`src/rtl/sddac_mod2_mch.sv`:
```
// Multichannel second-order sigma-delta modulator, one shared adder, time-serial.
// Define SDDAC_MOD2_DITHER_EN to add an LFSR dither term at the quantizer.
module sddac_mod2_mch #(
    parameter int NCH = 2,
    parameter int DW  = 18,
    parameter int IW  = 24,
    parameter int FS  = 65536,
    parameter int DIV = 8
) (
    input  logic              clk,
    input  logic              reset,
    input  logic [NCH*DW-1:0] sample_in,
    input  logic              sample_in_rdy,
    input  logic              sat_clr,
    output logic [NCH-1:0]    dout,
    output logic              frame_strb,
    output logic              sat_flag
);

    localparam int PW = $clog2(DIV);
    localparam int CW = (NCH > 1) ? $clog2(NCH) : 1;
    localparam int SW = IW + 2;

    localparam logic [PW-1:0] PH_LAST = PW'(DIV - 1);
    localparam logic [PW-1:0] PH_OUT  = PW'(2 * NCH - 1);

    localparam logic signed [SW-1:0] FS_W   = SW'(FS);
    localparam logic signed [SW-1:0] MAX_W  = {3'b000, {(IW-1){1'b1}}};
    localparam logic signed [SW-1:0] MIN_W  = {3'b111, {(IW-1){1'b0}}};
    localparam logic signed [SW-1:0] ZERO_W = '0;

    typedef enum logic [1:0] {
        ACT_A,
        ACT_B,
        IDLE
    } st_t;

    st_t                st, st_nxt;
    logic [PW-1:0]      ph, ph_nxt;
    logic [CW-1:0]      ch;

    logic [NCH*DW-1:0]  hold, work, x_src;
    logic signed [IW-1:0] i1 [NCH];
    logic signed [IW-1:0] i2 [NCH];
    logic [NCH-1:0]     q, q_nxt;

    logic signed [IW-1:0] i1_s, i2_s, res;
    logic [DW-1:0]      x_s;
    logic               fb_bit;
    logic signed [SW-1:0] op_a, op_b, v, sum, qsum;
    logic               clamp_hi, clamp_lo, sat_ev, q_bit;
    logic [8:0]         dith;

    // Frame phase drives the whole schedule; the enum just names the slot type.
    always_comb begin
        ph_nxt = (ph == PH_LAST) ? '0 : ph + 1'b1;
        st_nxt = IDLE;
        if (ph_nxt <= PH_OUT) begin
            st_nxt = ph_nxt[0] ? ACT_B : ACT_A;
        end
    end

    always_ff @(posedge clk or posedge reset) begin
        if (reset) begin
            ph <= '0;
            st <= ACT_A;
        end else begin
            ph <= ph_nxt;
            st <= st_nxt;
        end
    end

    assign ch    = CW'(ph >> 1);
    assign x_src = (ph == '0) ? hold : work;

    always_comb begin
        i1_s   = '0;
        i2_s   = '0;
        x_s    = '0;
        fb_bit = 1'b0;
        for (int k = 0; k < NCH; k++) begin
            if (ch == CW'(k)) begin
                i1_s   = i1[k];
                i2_s   = i2[k];
                x_s    = x_src[k*DW +: DW];
                fb_bit = dout[k];
            end
        end
    end

`ifdef SDDAC_MOD2_DITHER_EN
    logic [15:0] lfsr;

    always_ff @(posedge clk or posedge reset) begin
        if (reset) begin
            lfsr <= 16'hACE1;
        end else if (ph == '0) begin
            lfsr <= {lfsr[14:0], lfsr[15] ^ lfsr[13] ^ lfsr[12] ^ lfsr[10]};
        end
    end

    assign dith = {1'b0, lfsr[7:0]} - 9'd128;
`else
    assign dith = '0;
`endif

    // Shared adder: ACT_A integrates the input, ACT_B integrates I1.
    always_comb begin
        v        = fb_bit ? FS_W : -FS_W;
        op_a     = (st == ACT_A) ? {{2{i1_s[IW-1]}}, i1_s}
                                 : {{2{i2_s[IW-1]}}, i2_s};
        op_b     = (st == ACT_A) ? {{(SW-DW){x_s[DW-1]}}, x_s}
                                 : {{2{i1_s[IW-1]}}, i1_s};
        sum      = op_a + op_b - v;
        clamp_hi = sum > MAX_W;
        clamp_lo = sum < MIN_W;
        if (clamp_hi) begin
            res = MAX_W[IW-1:0];
        end else if (clamp_lo) begin
            res = MIN_W[IW-1:0];
        end else begin
            res = sum[IW-1:0];
        end
        sat_ev = (st != IDLE) && (clamp_hi || clamp_lo);
        qsum   = {{2{res[IW-1]}}, res} + {{(SW-9){dith[8]}}, dith};
        q_bit  = qsum >= ZERO_W;
    end

    always_comb begin
        q_nxt = q;
        if (st == ACT_B) begin
            for (int k = 0; k < NCH; k++) begin
                if (ch == CW'(k)) begin
                    q_nxt[k] = q_bit;
                end
            end
        end
    end

    always_ff @(posedge clk or posedge reset) begin
        if (reset) begin
            hold <= '0;
            work <= '0;
        end else begin
            if (sample_in_rdy) begin
                hold <= sample_in;
            end
            if (ph == '0) begin
                work <= hold;
            end
        end
    end

    always_ff @(posedge clk or posedge reset) begin
        if (reset) begin
            for (int k = 0; k < NCH; k++) begin
                i1[k] <= '0;
                i2[k] <= '0;
            end
        end else begin
            for (int k = 0; k < NCH; k++) begin
                if (ch == CW'(k) && st == ACT_A) begin
                    i1[k] <= res;
                end
                if (ch == CW'(k) && st == ACT_B) begin
                    i2[k] <= res;
                end
            end
        end
    end

    // The last channel's bit is forwarded so all outputs switch together.
    always_ff @(posedge clk or posedge reset) begin
        if (reset) begin
            q          <= '0;
            dout       <= '0;
            frame_strb <= 1'b0;
            sat_flag   <= 1'b0;
        end else begin
            q          <= q_nxt;
            frame_strb <= (ph == PH_OUT);
            if (ph == PH_OUT) begin
                dout <= q_nxt;
            end
            if (sat_ev) begin
                sat_flag <= 1'b1;
            end else if (sat_clr) begin
                sat_flag <= 1'b0;
            end
        end
    end

endmodule

```
`config.mk`:
```
export PLATFORM = sky130hd
export DESIGN_NAME = sddac_mod2_mch
export DESIGN_NICKNAME = d
export VERILOG_FILES = /design/src/rtl/sddac_mod2_mch.sv
export SDC_FILE = /design/constraint.sdc
export NUM_CORES = 1
export LEC_CHECK = 0
export ABC_CLOCK_PERIOD_IN_PS = 6800
export BUFFER_PORTS_ARGS = -buffer_cell sky130_fd_sc_hd__clkbuf_2
export CAP_MARGIN = 20
export CORE_MARGIN = 1
export CORE_UTILIZATION = 60
export CTS_CLUSTER_SIZE = 30
export DETAILED_ROUTE_END_ITERATION = 12
export PLACE_DENSITY = 0.82
export SLEW_MARGIN = 0
export SYNTH_ARGS = -nofsm -noshare
export SYNTH_HDL_FRONTEND = slang
export SYNTH_SLANG_ARGS = --single-unit
export TNS_END_PERCENT = 30
```
`constraint.sdc`:
```
create_clock -name clk -period 6.8 [get_ports clk]
set_clock_uncertainty 0.05 [all_clocks]
set_input_delay 0.68 -clock clk [delete_from_list [all_inputs] [get_ports clk]]
set_output_delay 0.68 -clock clk [all_outputs]
set_load 0.02 [all_outputs]
```
==> results.py <==
metrics = {
    "logic_synthesis": {
        "synth.distinct_cells": 58,
        "synth_mux_area_frac": 0.194,
        "syn-num-nets": 1003,
        "synth_top_cell_by_area": "dfrtp_1",
        "synth_fa_ha_area_frac": 0.0698,
        "synth_xor_area_frac": 0.0183,
        "yosysSeqAreaShare": 0.442,
        "ys_warn_count": 0,
        "syn_area_um2": 10100,
        "synth_cells": 911,
        "synthSimpleGateAreaFrac": 0.0969,
        "avgSynthCellArea_um2": 11.1,
        "synth_top_area_share": 0.442,
        "synth-edff-count": 0,
        "synth_seq_cells": 178,
        "synth_top_family_by_area": "multiplexers",
        "synth_compound_area_frac": 0.123,
        "synthArstFlopShare": 1.00,
        "synth_ff_type": "dfrtp_1",
        "synth_area_leaders": "dfrtp_1 (44%), mux2_2 (9.7%), mux4_2 (5.8%), ha_1 (5.6%), a221o_1 (3.9%)",
    },
    "layout": {
        "fin_nets": 1016,
        "post_route_cells_drive_above_1_share": 0.228,
        "final_area_um2": 11000,
        "syn_to_final_growth_pct": 9.62,
        "fillCellCount": 1021,
        "antenna_cells": 0,
    },
    "timing": {
        "setup_viol": 0,
        "finalHoldViolCount": 0,
        "setup_slack_ns": 0.928,
        "finalCritPeriodShare": 0.864,
        "final.setup.tns_ns": 0,
        "worstMarginPinSlew_ns": 1.17,
        "report.final.slew_viol_count": 0,
        "max-slew-margin-rel": 0.216,
        "rsz0062_at_grt": "no",
        "fmax_mhz": 170,
        "min_period_ns": 5.87,
    },
    "floorplan": {
        "num_rows": 46,
        "start_util": 0.625,
        "core-area_um2": 16100,
        "dieHeight_um": 132,
        "die_area_um2": 17300,
        "die_w_um": 132,
        "ioPinCount": 44,
    },
    "worst_setup_path": {
        "worstSetupPathType": "flip-flop to flip-flop",
        "crit_chain": "inv_2 > buf_4 > ha_1 > nand2_1 > buf_4 > mux2_2 > nor2_1 > o21a_1 > a21oi_1 > fa_1 > ha_1 > nand2_1 > or3_1 > o21ai_0 > or3_1 > o211ai_2 > o21bai_4 > and2_1 > a221o_1",
        "crit_path_max_incr_delay_ns": 0.89,
        "critPathBufInv": 3,
        "path_max_fanout": 36,
        "crit_path_end_kind": "flip-flop",
        "reg2reg_slack_ns": 0.93,
        "required_ns": 7.11,
        "critPathTopFamily": "simple AND/OR/NAND/NOR gates",
        "r2r_cells": 19,
        "reg2reg_from": "ph[1]",
        "cp_slowest_cell": "and2_1",
        "worstReg2RegEnd": "i1[43]",
        "worstPathArrival_ns": 6.18,
        "start_kind": "flip-flop",
    },
    "outcome": {
        "status": "completed",
    },
    "global_routing": {
        "antenna_found_initial": 0,
        "top_usage_layer": "met2",
        "grt_pass1_wl_um": 42900,
        "grt_overflow": 0,
        "use_met1": 0.433,
        "grt_usage": 0.322,
        "use_met3": 0.0787,
        "grt_max_degree": 114,
        "grt_pass1_vias": 7806,
        "met2_usage": 0.512,
    },
    "placement": {
        "placed_cell_area_um2": 10400,
        "hpwlAfterDp_um": 17000,
        "place_ws_ns": 1.12,
        "io_buffers": 43,
        "place.gp.congestion": 0.906,
    },
    "min_path": {
        "worst_hold_path_type": "input pin to asynchronous set/reset pin",
    },
    "drt": {
        "antenna_left": 0,
        "wl_um": 26700,
        "wl_per_cell_um": 23.2,
        "drtIter0Drc": 862,
        "vias_per_cell": 6.68,
        "num_vias": 7698,
        "drtPass1Iterations": 5,
        "drc_errors": 0,
    },
    "clock_tree": {
        "clock_latency_ns": 0.43,
        "cts_buffers": 17,
        "cts_num_sinks": 178,
        "postCtsHoldBufs": 0,
        "cts_setup_buffers": 0,
        "cts_max_level": 4,
        "cts_resized": 0,
        "cts_root_buffer": "clkbuf_16",
        "path_clk_slew_ns": 0.07,
        "clk_path_buf_depth": 2,
        "cts_tree": "done",
    },
    "job": {
        "maxCapViolations": 0,
    },
}
[synthesized netlist by cell type, drive strengths merged, types with 4 or more instances]
library cell	n
fa	7
a21o	9
a221o	39
nor2	26
xnor2	14
mux2	87
inv	68
ha	45
clkbuf	33
o211ai	24
nand3	64
dfrtp	178
nand2	95
o21ai	24
mux2i	39
buf	28
a31oi	9
nand4	5
o21a	7
nor3	4
a21oi	30
xor2	7
mux4	26
[cell type report]
cell class | count | area, um2 | area share
sequential | 178 | 4450 | 0.404
clock buffer | 20 | 457 | 0.0414
multi-input combinational | 604 | 5060 | 0.459
clock inverter | 12 | 175 | 0.0159
timing repair buffer | 55 | 358 | 0.0324
tap | 216 | 270 | 0.0245
inverter | 68 | 260 | 0.0236
[cell usage in the layout (no fill, tap or decap), types with 4 or more instances in the layout]
| cell | netlist | final |
|---|---|---|
| clkbuf_16 | 0 | 17 |
| nor2_1 | 26 | 25 |
| nor3_1 | 4 | 4 |
| o211ai_1 | 23 | 23 |
| dfrtp_1 | 178 | 178 |
| a221o_1 | 39 | 39 |
| mux4_2 | 26 | 26 |
| inv_6 | 0 | 4 |
| bufinv_16 | 0 | 4 |
| a31oi_1 | 9 | 9 |
| xor2_1 | 7 | 7 |
| inv_1 | 67 | 66 |
| buf_4 | 3 | 9 |
| nand2_1 | 95 | 95 |
| nand3_1 | 64 | 64 |
| o21ai_0 | 23 | 23 |
| mux2_2 | 87 | 87 |
| clkinv_2 | 0 | 4 |
| nand4_1 | 5 | 5 |
| clkbuf_2 | 0 | 43 |
| ha_1 | 45 | 45 |
| o21a_1 | 6 | 6 |
| a21oi_1 | 30 | 30 |
| mux2i_1 | 39 | 39 |
| fa_1 | 7 | 7 |
| a21o_1 | 9 | 9 |
| xnor2_1 | 14 | 14 |
[worst max path at each step]
stage	from	to	slack, ns	cells past startpoint
global placement	ph[1]	i1[43]	1.23	20
floorplan	reset	dout[0]	1.24	1
global route	ph[1]	i1[8]	0.64	19
CTS	ph[1]	i1[43]	1.03	19
detailed placement	ph[1]	i2[22]	1.12	20
finish	ph[1]	i1[43]	0.93	19
[layer usage]
layer	vias to the layer above	routed length [um]
li1	3313	-
met1	3833	10500
met2	463	12800
met3	89	2700
met4	0	711
met5	-	0
[state kept, by name, summed over array words and instances, names as in the netlist, 2 cells and up]
signal	count
i1	48
hold	36
i2	48
q	2
dout	2
work	36
ph	3
[logic make-up after synthesis]
group / after synthesis
and+or+nand+nor: 217
xor gates and xnor gates: 21
adders and majority gates: 52
DFF: 178
buffers and inverters: 129
AOI/OAI and AO/OA: 162
muxes: 152
[per-stage QoR]
stage / hold WS [ns] / utilization / std cells
finish: 0.191 / 0.685 / 1153
global route: 0.221 / 0.685 / 1153
detailed placement: 0.418 / 0.644 / 1120
global placement: 0.409 / 0.642 / 1119
floorplan: 0.390 / - / 911
CTS: 0.390 / 0.683 / 1152
Power is left out: the tool's default activity adds up to more than one toggle a clock period on the data nets, which glitch-free logic cannot reach.
